`config.mk`:
```
export PLATFORM = sky130hd
export DESIGN_NAME = arena_map_ctrl
export DESIGN_NICKNAME = d
export VERILOG_FILES = /design/src/rtl/arena_map_ctrl.sv
export SDC_FILE = /design/constraint.sdc
export NUM_CORES = 1
export LEC_CHECK = 0
export ABC_AREA = 1
export BUFFER_PORTS_ARGS = -buffer_cell sky130_fd_sc_hd__clkbuf_2
export CORE_MARGIN = 2
export CORE_UTILIZATION = 50
export DETAILED_ROUTE_END_ITERATION = 7
export PLACE_DENSITY = 0.69
export RECOVER_POWER = 50
export SETUP_SLACK_MARGIN = 0.4
export SKIP_CTS_REPAIR_TIMING = 1
export SLEW_MARGIN = 0
export SYNTH_ARGS = -nofsm -noshare
export SYNTH_HDL_FRONTEND = slang
export SYNTH_SLANG_ARGS = --single-unit
```
`constraint.sdc`:
```
create_clock -name i_pclk -period 18.55 [get_ports i_pclk]
set_input_delay 3.71 -clock i_pclk [delete_from_list [all_inputs] [get_ports i_pclk]]
set_output_delay 3.71 -clock i_pclk [all_outputs]
set_load 0.01 [all_outputs]
```
`src/rtl/arena_map_ctrl.sv`:
```
// Arena tile map: 256x4 store, 1-cycle display read port and one round-robin shared write port.
// Optional build macro ARENA_MAP_BORDER_LOCK_EN makes border cells read-only once RUN is entered.
module arena_map_ctrl #(
  parameter logic [3:0] INIT_WALL   = 4'h1,
  parameter logic [3:0] INIT_PILLAR = 4'h2
) (
  input  logic       i_pclk,
  input  logic       i_rst,
  input  logic [7:0] i_rd_addr,
  output logic [3:0] o_rd_data,
  input  logic       i_req0,
  input  logic [7:0] i_addr0,
  input  logic [3:0] i_data0,
  input  logic       i_req1,
  input  logic [7:0] i_addr1,
  input  logic [3:0] i_data1,
  output logic       o_ack0,
  output logic       o_ack1,
  output logic       o_init_done
);

  typedef enum logic [0:0] {ST_INIT = 1'b0, ST_RUN = 1'b1} state_t;

  state_t     state_q, state_d;
  logic [7:0] cnt_q, cnt_d;
  logic       done_q, done_d;
  logic       ack0_q, ack0_d;
  logic       ack1_q, ack1_d;
  logic       prio_q, prio_d;
  logic [3:0] rd_data_q;
  logic [3:0] mem_q [0:255];

  logic       we_s;
  logic [7:0] waddr_s;
  logic [3:0] wdata_s;
  logic       elig0_s;
  logic       elig1_s;

  function automatic logic is_border(input logic [7:0] a);
    return (a[3:0] == 4'h0) || (a[3:0] == 4'hF) || (a[7:4] == 4'h0) || (a[7:4] == 4'hF);
  endfunction

  function automatic logic [3:0] init_tile(input logic [7:0] a);
    logic [3:0] t;
    if (is_border(a)) begin
      t = INIT_WALL;
    end else if ((a[0] == 1'b0) && (a[4] == 1'b0)) begin
      t = INIT_PILLAR;
    end else begin
      t = 4'h0;
    end
    return t;
  endfunction

  function automatic logic write_allowed(input logic [7:0] a);
`ifdef ARENA_MAP_BORDER_LOCK_EN
    return !is_border(a);
`else
    return (a == a);
`endif
  endfunction

  // A requester whose ack is high this cycle is mid-handshake and sits out one cycle.
  assign elig0_s = i_req0 && !ack0_q;
  assign elig1_s = i_req1 && !ack1_q;

  // Next-state: init sweep, then arbitration of the shared write port
  always_comb begin
    state_d = state_q;
    cnt_d   = cnt_q;
    done_d  = done_q;
    ack0_d  = 1'b0;
    ack1_d  = 1'b0;
    prio_d  = prio_q;
    we_s    = 1'b0;
    waddr_s = cnt_q;
    wdata_s = init_tile(cnt_q);
    case (state_q)
      ST_INIT: begin
        we_s  = 1'b1;
        cnt_d = cnt_q + 8'd1;
        if (cnt_q == 8'hFF) begin
          state_d = ST_RUN;
          done_d  = 1'b1;
        end else begin
          state_d = ST_INIT;
        end
      end
      ST_RUN: begin
        // prio_q = 1 means requester 1 wins a tie.
        if (elig0_s && (!elig1_s || !prio_q)) begin
          ack0_d  = 1'b1;
          prio_d  = 1'b1;
          we_s    = write_allowed(i_addr0);
          waddr_s = i_addr0;
          wdata_s = i_data0;
        end else if (elig1_s) begin
          ack1_d  = 1'b1;
          prio_d  = 1'b0;
          we_s    = write_allowed(i_addr1);
          waddr_s = i_addr1;
          wdata_s = i_data1;
        end else begin
          we_s = 1'b0;
        end
      end
      default: begin
        state_d = ST_INIT;
        cnt_d   = 8'h00;
        done_d  = 1'b0;
      end
    endcase
  end

  // Control state registers
  always_ff @(posedge i_pclk) begin
    if (i_rst) begin
      state_q <= ST_INIT;
      cnt_q   <= 8'h00;
      done_q  <= 1'b0;
      ack0_q  <= 1'b0;
      ack1_q  <= 1'b0;
      prio_q  <= 1'b0;
    end else begin
      state_q <= state_d;
      cnt_q   <= cnt_d;
      done_q  <= done_d;
      ack0_q  <= ack0_d;
      ack1_q  <= ack1_d;
      prio_q  <= prio_d;
    end
  end

  // Map write port; reset suppresses writes so an aborted grant leaves no trace
  always_ff @(posedge i_pclk) begin
    if (we_s && !i_rst) begin
      mem_q[waddr_s] <= wdata_s;
    end
  end

  // Display read port; old contents are seen on a same-cycle write
  always_ff @(posedge i_pclk) begin
    if (i_rst) begin
      rd_data_q <= 4'h0;
    end else if (done_q) begin
      rd_data_q <= mem_q[i_rd_addr];
    end else begin
      rd_data_q <= 4'h0;
    end
  end

  assign o_rd_data   = rd_data_q;
  assign o_ack0      = ack0_q;
  assign o_ack1      = ack1_q;
  assign o_init_done = done_q;

endmodule
```
==> impl_metrics.csv <==
group,metric,value,unit
placement,place_ws,9730,ps
synthesis,async_flop_share,0,%
worst_setup_path,crit_path_top_delay_cell,"clkinvlp_2",
worst_setup_path,cp-end-kind,"flip-flop",
worst_hold_path,hold_class,"flip-flop to flip-flop",
synthesis,yosysUniqueCellTypes,43,
clocking,root_buffer,"clkbuf_16",
finish,drive_gt1_share,6.85,%
placement,portBuffers,42,
clocking,cts_tree,"yes",
finish,area_growth,9.31,%
floorplanning,coreArea,86500,um^2
clocking,clk_latency,680,ps
power,power,4800,uW
synthesis,syn_nets,3902,
global_routing,grt_pass1_wl,167,mm
synthesis,ys_ff_latch,1041,
worst_setup_path,crit_type,"input port to flip-flop",
synthesis,synth-warning-count,0,
floorplanning,dieArea,89300,um^2
detailed_routing,ant_nets,0,
synthesis,syn-instance-count,3864,
clocking,cts_sinks,1041,
worst_setup_path,cp_cell_sequence,"clkbuf_2, inv_1, nor2_1, nand2_2, nand2_1, clkinvlp_2, nand2_1, nand3_1, nand2_1, clkinvlp_2, clkbuf_1, buf_4",
synthesis,synth_edf_count,1024,
flow_run,maxCapViolCount,6,
sta,worst_pin_slew,4080,ps
worst_setup_path,critPathArrivalTime,11610,ps
clocking,clk_path_buf_depth,3,
worst_setup_path,cp.required,18830,ps
worst_setup_path,start_kind,"input port",
placement,gp_congestion,0.849,
global_routing,antenna_found_initial,3,
synthesis,netlist_area,43500,um^2
sta,fmax,88.3,MHz
floorplanning,rows,108,
finish,stdcell_area,47500,um^2
sta,skew,26.6,ps
placement,hpwl,60.7,mm
global_routing,grt_pass1_vias,27800,
synthesis,synth_area_per_cell,11.2,um^2
global_routing,grt_overflow,0,
synthesis,synth_top_flop_cell,"edfxtp_1",
floorplanning,fp.dieW,299,um
sta,slew_headroom,-173,%
sta,hold_viol_final,0,
floorplanning,ioPinCount,43,
global_routing,grt_max_degree,203,
status,violations,"max-capacitance violations, max-slew violations",
clocking,htree_levels,3,
power,power_density,101,nW/um^2
sta,rsz0062_at_grt,"no",
worst_setup_path,critPathMaxStageDelay,2980,ps
sta,setup_ws,7220,ps
status,outcome,"finished with violations",
synthesis,yosysSeqAreaShare,71.6,%
worst_setup_path,crit_top_cell,"nand2_1",
global_routing,track_usage,24.6,%
detailed_routing,drtPass1Iterations,6,
worst_setup_path,worstPathMaxFanout,106,
sta,period_share,61.1,%
placement,placed_cell_area,44400,um^2
power,ir_drop,0.0000779,V
sta,setup_viol,0,
finish,fin_util,54.9,%
sta,tns,0,ps
floorplanning,initial_utilization,50.2,%
floorplanning,dieHeight,299,um
sta,maxSlewViolCount,280,
sta,period_minus_slack,11330,ps
worst_setup_path,r2r_slack,10080,ps
detailed_routing,vias,29000,
detailed_routing,avgViaCountPerCell,5.77,
clocking,clk_pin_slew,60,ps
power,p_leak,0.0167,uW
detailed_routing,routedWlPerCell,22.0,um
detailed_routing,routed_wl,111,mm
detailed_routing,drt_iter0_markers,3641,
clocking,cts_buffers,103,
finish,layout.nets,3823,
detailed_routing,drc,0,
## stage by stage
stage	hold slack, ps	cells
2_1_floorplan	443	3864
3_3_place_gp	466	4835
3_5_place_dp	485	4835
4_1_cts	494	5022
5_1_grt	527	5022
6_report	489	5024
## cell usage in the layout (no fill, tap or decap), types with 3 or more instances in the layout
cell type   synthesis  layout
nand2_1          1172    1167
edfxtp_1         1024    1024
nand3_1           970     971
nor2_1            273     279
clkbuf_16           0     105
inv_1              40      37
clkbuf_1          158      33
clkbuf_2            0      30
clkinv_1            1      27
buf_4               2      23
clkinv_2            0      19
nand2_2            11      18
dfxtp_1            17      17
a21oi_1            11      14
o21ai_0             8       9
bufinv_16           0       9
nor3_1              8       8
inv_2               9       7
nor2_2             12       6
nor2_4              5       5
o21ai_2             5       5
nand2_4             7       5
inv_6               0       4
clkinvlp_4          0       4
buf_12              0       4
a22oi_1             3       3
inv_4               3       3
clkbuf_8            0       3
## per-layer routing
layer	global-route usage, %	part of all wire (%)	wire (um)
met1	34.8	41	45100
met5	0	0	0
met3	4.18	9.5	10500
met4	8.62	3.4	3780
met2	38.7	46	51400
## cell type report
cell class              instances  area [um^2]
fillers                      7248        39000
flip-flops and latches       1041        31100
multi-input cells            2512        11000
clock buffers                 126         2730
well taps                    1155         1450
clock inverters                61          524
repair buffers                 74          489
inverters                      53          224
diodes                          2         5.00
## power breakdown
| part | internal (uW) | switching (uW) |
|---|---|---|
| Sequential | 2540 | 0.687 |
| Combinational | 60.9 | 168 |
| Clock | 1160 | 866 |
| Total | 3770 | 1030 |
## worst max-delay path: cells and delay by family
family	cells	cell delay [ps]
buffers and inverters	6	6530
AND/OR/NAND/NOR	6	1240
## cells by family (layout without fill, tap and decap cells)
family | Yosys count | after routing | synth area share [%]
and+or+nand+nor | 2466 | 2466 | 24.6
DFF | 1041 | 1041 | 71.6
buffers and inverters | 311 | 314 | 3.07
AOI/OAI and AO/OA | 43 | 43 | 0.703
adders and majority gates | 2 | 2 | 0.0576
muxes | 1 | 1 | 0.0230
other | 0 | 2 | 0
## synth_stat cells (2+ instances only)
cell      instances  area (um^2)
ha_1              2         25.0
buf_1            43          161
a21oi_1          11         55.1
nor2_2           12         75.1
o21ai_1           3         15.0
inv_1            40          150
nand3_1         970         4850
o21ai_0           8         40.0
nand2_1        1172         4400
clkbuf_1        158          593
nand3_4           2         35.0
nand2_2          11         68.8
a22oi_1           3         22.5
inv_4             3         18.8
buf_4             2         15.0
nor2_4            5         56.3
buf_6            13          146
edfxtp_1       1024        30700
o21ai_2           5         43.8
nor2_1          273         1020
a31oi_1           2         12.5
inv_2             9         33.8
a21oi_2           3         26.3
nand2_4           7         78.8
buf_2            42          210
dfxtp_1          17          340
nor3_1            8         40.0
## state kept, by name, summed over array words and instances (netlist names)
register / count
mem_q: 1024
o_rd_data: 4
o_ack0: 1
state_q: 1
o_init_done: 1
prio_q: 1
cnt_q: 8
o_ack1: 1
## path summary, 6_finish.rpt
kind,from,to,depth (start not counted)
max,i_req1,mem_q[125][0],12
min,cnt_q[2],cnt_q[2],1
max reg2reg,o_ack1,mem_q[125][0],10
min reg2reg,cnt_q[2],cnt_q[2],1
(Power assumes the default switching activity.)
